### config.mk
export PLATFORM = sky130hd
export DESIGN_NAME = async_fifo_ptr_ctrl
export DESIGN_NICKNAME = d
export VERILOG_FILES = /design/src/rtl/async_fifo_ptr_ctrl.sv
export SDC_FILE = /design/constraint.sdc
export NUM_CORES = 1
export LEC_CHECK = 0
export ABC_CLOCK_PERIOD_IN_PS = 2900
export CAP_MARGIN = 15
export CORE_ASPECT_RATIO = 0.7
export CORE_MARGIN = 10
export CORE_UTILIZATION = 30
export CTS_BUF_LIST = sky130_fd_sc_hd__clkbuf_8
export CTS_CLUSTER_DIAMETER = 200
export DETAILED_ROUTE_END_ITERATION = 8
export SETUP_SLACK_MARGIN = 0.2
export SLEW_MARGIN = 20
export SYNTH_ARGS = -nofsm -noshare
export SYNTH_HDL_FRONTEND = slang
export SYNTH_SLANG_ARGS = --single-unit
### constraint.sdc
create_clock -name clk -period 2.9 [get_ports clk]
set_input_delay 0.725 -clock clk [delete_from_list [all_inputs] [get_ports clk]]
set_output_delay 0.725 -clock clk [all_outputs]
set_load 0.01 [all_outputs]
### src/rtl/async_fifo_ptr_ctrl.sv
// Dual-clock FIFO pointer/flag controller for one side (SIDE=0 write/full, SIDE=1 read/empty).
// Latency: local advance -> ptr/flag/level on the same edge; remote_gray -> flag/level after SYNC_STAGES+1 edges.
// Backpressure: accept = inc && !flag; a refused inc is dropped and the pointer holds until the remote pointer moves.
module async_fifo_ptr_ctrl #(
    parameter int ADDR_W      = 3,
    parameter int SYNC_STAGES = 2,
    parameter int SIDE        = 0,
    parameter int ALMOST_TH   = 1
) (
    input  logic              clk,
    input  logic              rst_n,
    input  logic              inc,
    input  logic [ADDR_W:0]   remote_gray,
    output logic              accept,
    output logic [ADDR_W:0]   ptr_bin,
    output logic [ADDR_W:0]   ptr_gray,
    output logic [ADDR_W-1:0] addr,
    output logic              flag,
    output logic              almost_flag,
    output logic [ADDR_W:0]   level
);

    localparam int PW = ADDR_W + 1;

    logic [ADDR_W:0] bin_next;
    logic [ADDR_W:0] gray_next;
    logic [ADDR_W:0] sync_q [SYNC_STAGES];
    logic [ADDR_W:0] rsync;
    logic [ADDR_W:0] rbin;
    logic [ADDR_W:0] level_next;
    logic            flag_next;
    logic            almost_next;

    // The pointer only moves when the side is not blocked by its own flag.
    assign accept    = inc && !flag;
    assign bin_next  = ptr_bin + PW'(accept);
    assign gray_next = bin_next ^ (bin_next >> 1);
    assign rsync     = sync_q[SYNC_STAGES-1];
    assign addr      = ptr_bin[ADDR_W-1:0];

    // Remote gray pointer synchroniser; the only path from remote_gray into this domain.
    always_ff @(posedge clk) begin
        if (!rst_n) begin
            for (int i = 0; i < SYNC_STAGES; i++) begin
                sync_q[i] <= '0;
            end
        end else begin
            sync_q[0] <= remote_gray;
            for (int i = 1; i < SYNC_STAGES; i++) begin
                sync_q[i] <= sync_q[i-1];
            end
        end
    end

    // Gray-to-binary decode of the synchronised remote pointer, MSB downwards.
    always_comb begin
        rbin         = '0;
        rbin[ADDR_W] = rsync[ADDR_W];
        for (int i = ADDR_W - 1; i >= 0; i--) begin
            rbin[i] = rbin[i+1] ^ rsync[i];
        end
    end

    // Local pointer and occupancy register; the gray copy is registered so it never glitches across domains.
    always_ff @(posedge clk) begin
        if (!rst_n) begin
            ptr_bin  <= '0;
            ptr_gray <= '0;
            level    <= '0;
        end else begin
            ptr_bin  <= bin_next;
            ptr_gray <= gray_next;
            level    <= level_next;
        end
    end

    if (SIDE == 0) begin : g_write
        localparam logic [ADDR_W:0] DEPTH      = PW'(1) << ADDR_W;
        // Full pattern: remote pointer one lap behind, i.e. top two gray bits inverted.
        localparam logic [ADDR_W:0] FULL_MASK  = PW'(3) << (ADDR_W - 1);
        localparam logic [ADDR_W:0] ALMOST_LVL = DEPTH - PW'(ALMOST_TH);
        localparam logic            ALMOST_RST = (ALMOST_TH == (1 << ADDR_W));

        // Full/almost-full evaluated from the post-push pointer so a push that fills is flagged on the same edge.
        always_comb begin
            flag_next   = (gray_next == (rsync ^ FULL_MASK));
            level_next  = bin_next - rbin;
            almost_next = (level_next >= ALMOST_LVL);
        end

        // Registered full and almost-full flags.
        always_ff @(posedge clk) begin
            if (!rst_n) begin
                flag        <= 1'b0;
                almost_flag <= ALMOST_RST;
            end else begin
                flag        <= flag_next;
                almost_flag <= almost_next;
            end
        end
    end else begin : g_read
        localparam logic [ADDR_W:0] ALMOST_LVL = PW'(ALMOST_TH);

        // Empty/almost-empty evaluated from the post-pop pointer so a pop that drains is flagged on the same edge.
        always_comb begin
            flag_next   = (gray_next == rsync);
            level_next  = rbin - bin_next;
            almost_next = (level_next <= ALMOST_LVL);
        end

        // Registered empty and almost-empty flags; an empty FIFO comes out of reset flagged.
        always_ff @(posedge clk) begin
            if (!rst_n) begin
                flag        <= 1'b1;
                almost_flag <= 1'b1;
            end else begin
                flag        <= flag_next;
                almost_flag <= almost_next;
            end
        end
    end

endmodule

**Word-level counts from Yosys, hierarchy flattened**

Memory sizes are Yosys's and may differ from the RTL's.
Index checks and enable logic that the tools add are counted.

- Word-level logic and storage cells: 23
- Bits in writable memories: 8
- Output and inout bits: 18
- Bits in registers: 14
- Input bits: 7
- Memories: 1

- Order comparisons: 1
- Bitwise gates (word level): 7
- Muxes and demuxes: 4
- $add $sub $neg: 2
- Eq/ne operators: 1
- Reduce and logical (&&, ||, !) cells: 2

Memory list:

| memory | depth | width | read ports | clocked after memory_dff | wr ports | RTL line | text |
|---|---|---|---|---|---|---|---|
| sync_q | 2 | 4 | 2 | 0 | 2 | 27 | `logic [ADDR_W:0] sync_q [SYNC_STAGES];` |

Operators with widths:

| cell | number |
|---|---|
| 4-bit two-way mux | 2 |
| 4-bit by 1-bit adder with 4-bit output | 1 |
| 4-bit equality test | 1 |
| 4-bit by 3-bit greater-or-equal comparator with 1-bit output (second input constant) | 1 |
| 4-bit subtractor | 1 |
| 4-bit by 3-bit bitwise XOR with 4-bit output | 1 |
| 1-bit bitwise XOR | 3 |
| 1-bit two-way mux | 2 |
| 2-bit NOT | 1 |
| 1-bit OR | 2 |
| 1-bit logical AND | 1 |
| 1-bit zero test | 1 |

**Longest topological paths before layout**

- Depth after elaboration: 5
- Mapped depth: 8
- Mapped depth without buffers: 8

**Least setup slack after synthesis**

OpenSTA, ideal clock, no wires.

- Path type: input-to-reg
- From: input inc
- To: register almost_flag
- Stages on the path: 8
- Setup slack: 486 ps
- Arrival: 2,340 ps
- Library setup time: 74 ps
- Buffers on the path: 0
- Data required time: 2,826 ps
- Cells stage by stage: nor2b_1 -> ha_1 -> ha_1 -> ha_1 -> nor2b_1 -> o21ai_0 -> nand3_1 -> a31oi_1

- Cells in the longest elaborated chain, start to end: 4

RTL lines:

| item | RTL line | text |
|---|---|---|
| start, declared | 12 | `input logic inc,` |
| 1-bit logical AND | 35 | `assign accept = inc && !flag;` |
| 4-bit by 1-bit adder with 4-bit output | 36 | `assign bin_next = ptr_bin + PW'(accept);` |
| named net bin_next[1] | 25 | `logic [ADDR_W:0] bin_next;` |
| 4-bit subtractor | 87 | `level_next = bin_next - rbin;` |
| 4-bit by 3-bit greater-or-equal comparator with 1-bit output | 88 | `almost_next = (level_next >= ALMOST_LVL);` |
| end signal, assigned | 98 | `almost_flag <= almost_next;` |
| end, declared | 19 | `output logic almost_flag,` |

The timed path passes the listed nets, and every way through them passes these cells.
A chain may end at the register's enable or synchronous reset.

**Worst setup path after layout**

- From: input inc
- To: output accept

- Cells in the longest elaborated chain, start to end: 1

RTL lines:

| item | RTL line | text |
|---|---|---|
| 1-bit logical AND | 35 |  |
| end, declared | 14 | `output logic accept,` |

No other way between the ends.

==> run_results.csv <==
group,metric,value,unit
setup_path,start_kind,"input pin",
synthesis,synth_cell_types,22,
cts,cts_setup_buffers,0,
cts,clk_pin_slew,70,ps
route,routed.top_layer,"met4",
synthesis,yosys.area.top_type_share,47.5,%
route,wl_met1,793,um
synthesis,synthFlopType,"dfxtp_1",
synthesis,synthesis.nets,96,
timing,slew_viol_final,0,
timing,timing.fmax,386,MHz
setup_path,end_kind,"output port",
route,routed_wl,1.77,mm
synthesis,yosysMostFrequentCell,"dfxtp_1",
cts,root_buffer,"clkbuf_8",
route,drt_iter0_markers,32,
synthesis,netlist_area,886,um2
die,die_h,65.5,um
cts,cts_repair_resize_count,0,
setup_path,crit_fanout,2,
finish,syn2layout_area_growth,37.0,%
power_and_ir_drop,ir_worst_vdd,0.277,mV
cts,numCtsBuffers,3,
cts,cts_tree,"built",
setup_path,crit_type,"in -> out",
route,dr_wl_met2,804,um
die,rows,16,
outcome,outcome,"finished clean",
route,ant_nets,0,
finish,drive_above_1_share,13.9,%
synthesis,avgSynthCellArea,10.7,um2
die,io_pins,25,
synthesis,synth_seq_area_share,47.5,%
global_route,grt_overflow,0,
placed_design,io_buffer_count,24,
synthesis,ys_seq_elements,21,
timing,relSlewSlack,76.0,%
global_route,grt_pass1_wl,2.91,mm
synthesis,synth-async-reset-ratio,0,%
synthesis,syn_inst,83,
route,first_pass_iters,4,
timing,hold_viol,0,
synthesis,yosysTopAreaCell,"dfxtp_1",
route,met3WireLength,163,um
timing,finalSetupTns,0,ps
synthesis,yosys-top-cells-count,"dfxtp_1 (21), and2_1 (11), xnor2_1 (9)",
route,drcViolationCount,0,
timing,min_period,2590,ps
setup_path,arrival,1870,ps
synthesis,yosys_warnings,0,
setup_path,crit_required,2170,ps
route,wire_per_inst,12.3,um
finish,final_net_count,122,
cts,cts_max_level,1,
power_and_ir_drop,power_density,574,mW/mm2
timing,worst_pin_slew,359,ps
timing,rsz0062_at_grt,"false",
global_route,grt_pass1_vias,630,
route,via_count,601,
cts,postCtsHoldBufs,0,
placed_design,place_congestion,0.743,
global_route,grt_max_degree,15,
die,die-area,0.00556,mm2
flow_run,drv_cap,0,
timing,final.period_utilization,89.4,%
cts,insertion_delay,260,ps
route,viasPerCell,4.17,
timing,hold_ws,439,ps
die,initial_core_util,31.6,%
synthesis,synth.area.top_cells,"dfxtp_1 (47%), xnor2_1 (8.9%), and2_1 (7.8%)",
finish,n_antenna_cell,0,
cts,cts_sinks,21,
power_and_ir_drop,p_leak,0.486,nW
timing,skew,1.42,ps
die,die_x,85.0,um
global_route,antenna_found_initial,0,
power_and_ir_drop,power,0.696,mW
global_route,grt.total_usage,6.66,%
placed_design,post-dp-hpwl,1.39,mm
die,design.core.area,0.00280,mm2
synthesis,synth-edff-count,0,
timing,finalSetupViolations,0,
cts,cts_buffer_depth,2,
hold_path,hp-class,"reg -> reg",
## kinds of logic after synthesis
group	share of synthesized area, %
flops	47.5
buf+inv	5.93
compound gates	3.53
xor+xnor	17.4
simple gates	16.4
fa+ha+maj	9.32
## area by class of cell
class / count / area, um2
Multi-Input combinational cell: 52 / 428
Tap cell: 36 / 45.0
Timing Repair Buffer: 26 / 255
Clock buffer: 3 / 41.3
Clock inverter: 1 / 5.00
Fill cell: 291 / 1590
Sequential cell: 21 / 420
Inverter: 5 / 18.8
## final timing paths
check | from | end | slack (ps) | cells after the start
max | inc | accept | 310 | 3
min | sync_q[0][1]$_SDFF_PN0_ | sync_q[0][5]$_SDFF_PN0_ | 440 | 1
min reg2reg | sync_q[0][1]$_SDFF_PN0_ | sync_q[0][5]$_SDFF_PN0_ | 440 | 1
max reg2reg | sync_q[0][7]$_SDFF_PN0_ | almost_flag$_SDFF_PN0_ | 790 | 8
## per-layer routing
metal	global-route usage, %	vias up
met3	4.43	2
li1	-	306
met1	7.39	272
met2	9.98	21
met5	0	-
met4	2.46	0
## sequential cells by signal, summed over array words and instances, names as in the netlist
| name | flops |
|---|---|
| almost_flag | 1 |
| flag | 1 |
| level | 4 |
| ptr_bin | 4 |
| ptr_gray | 3 |
| sync_q | 8 |
## critical path, cell delays in order
cell,delay (ps)
clkdlybuf4s50_1,450
nor2b_2,150
clkdlybuf4s50_1,550
## layout by cell type (no fill, tap or decap)
cell type	instances
nand3_1	2
buf_4	2
o21ai_1	1
dfxtp_1	21
a21boi_0	1
and2_1	11
xor2_1	3
clkdlybuf4s50_1	24
a21oi_1	1
inv_1	5
nor2b_2	1
clkinv_2	1
xnor2_1	8
a21o_1	1
nor4_2	1
a31oi_1	1
ha_2	2
xor2_2	1
nor2b_1	1
ha_1	3
xnor2_2	3
nand2_1	2
and2_2	1
nor2_1	7
fa_1	1
clkbuf_8	3
## metrics by stage
stage | setup slack, ps | util (%) | instance area [um2] | cells
floorplan | 486 | - | 886 | 83
global placement | 70.4 | 41.1 | 1150 | 140
detailed placement | 1.80 | 41.1 | 1150 | 140
CTS | 261 | 42.8 | 1200 | 144
global route | 179 | 43.3 | 1210 | 144
finish | 307 | 43.3 | 1210 | 144
## report_power, final
| part | total, mW | switching, mW | internal (mW) | leakage (nW) |
|---|---|---|---|---|
| registers | 0.325 | 0.00990 | 0.315 | 0.173 |
| clock network | 0.189 | 0.0934 | 0.0956 | 0.0255 |
| logic | 0.182 | 0.0819 | 0.101 | 0.287 |
| total | 0.696 | 0.185 | 0.511 | 0.486 |
Power figures use the tool's default switching activity.
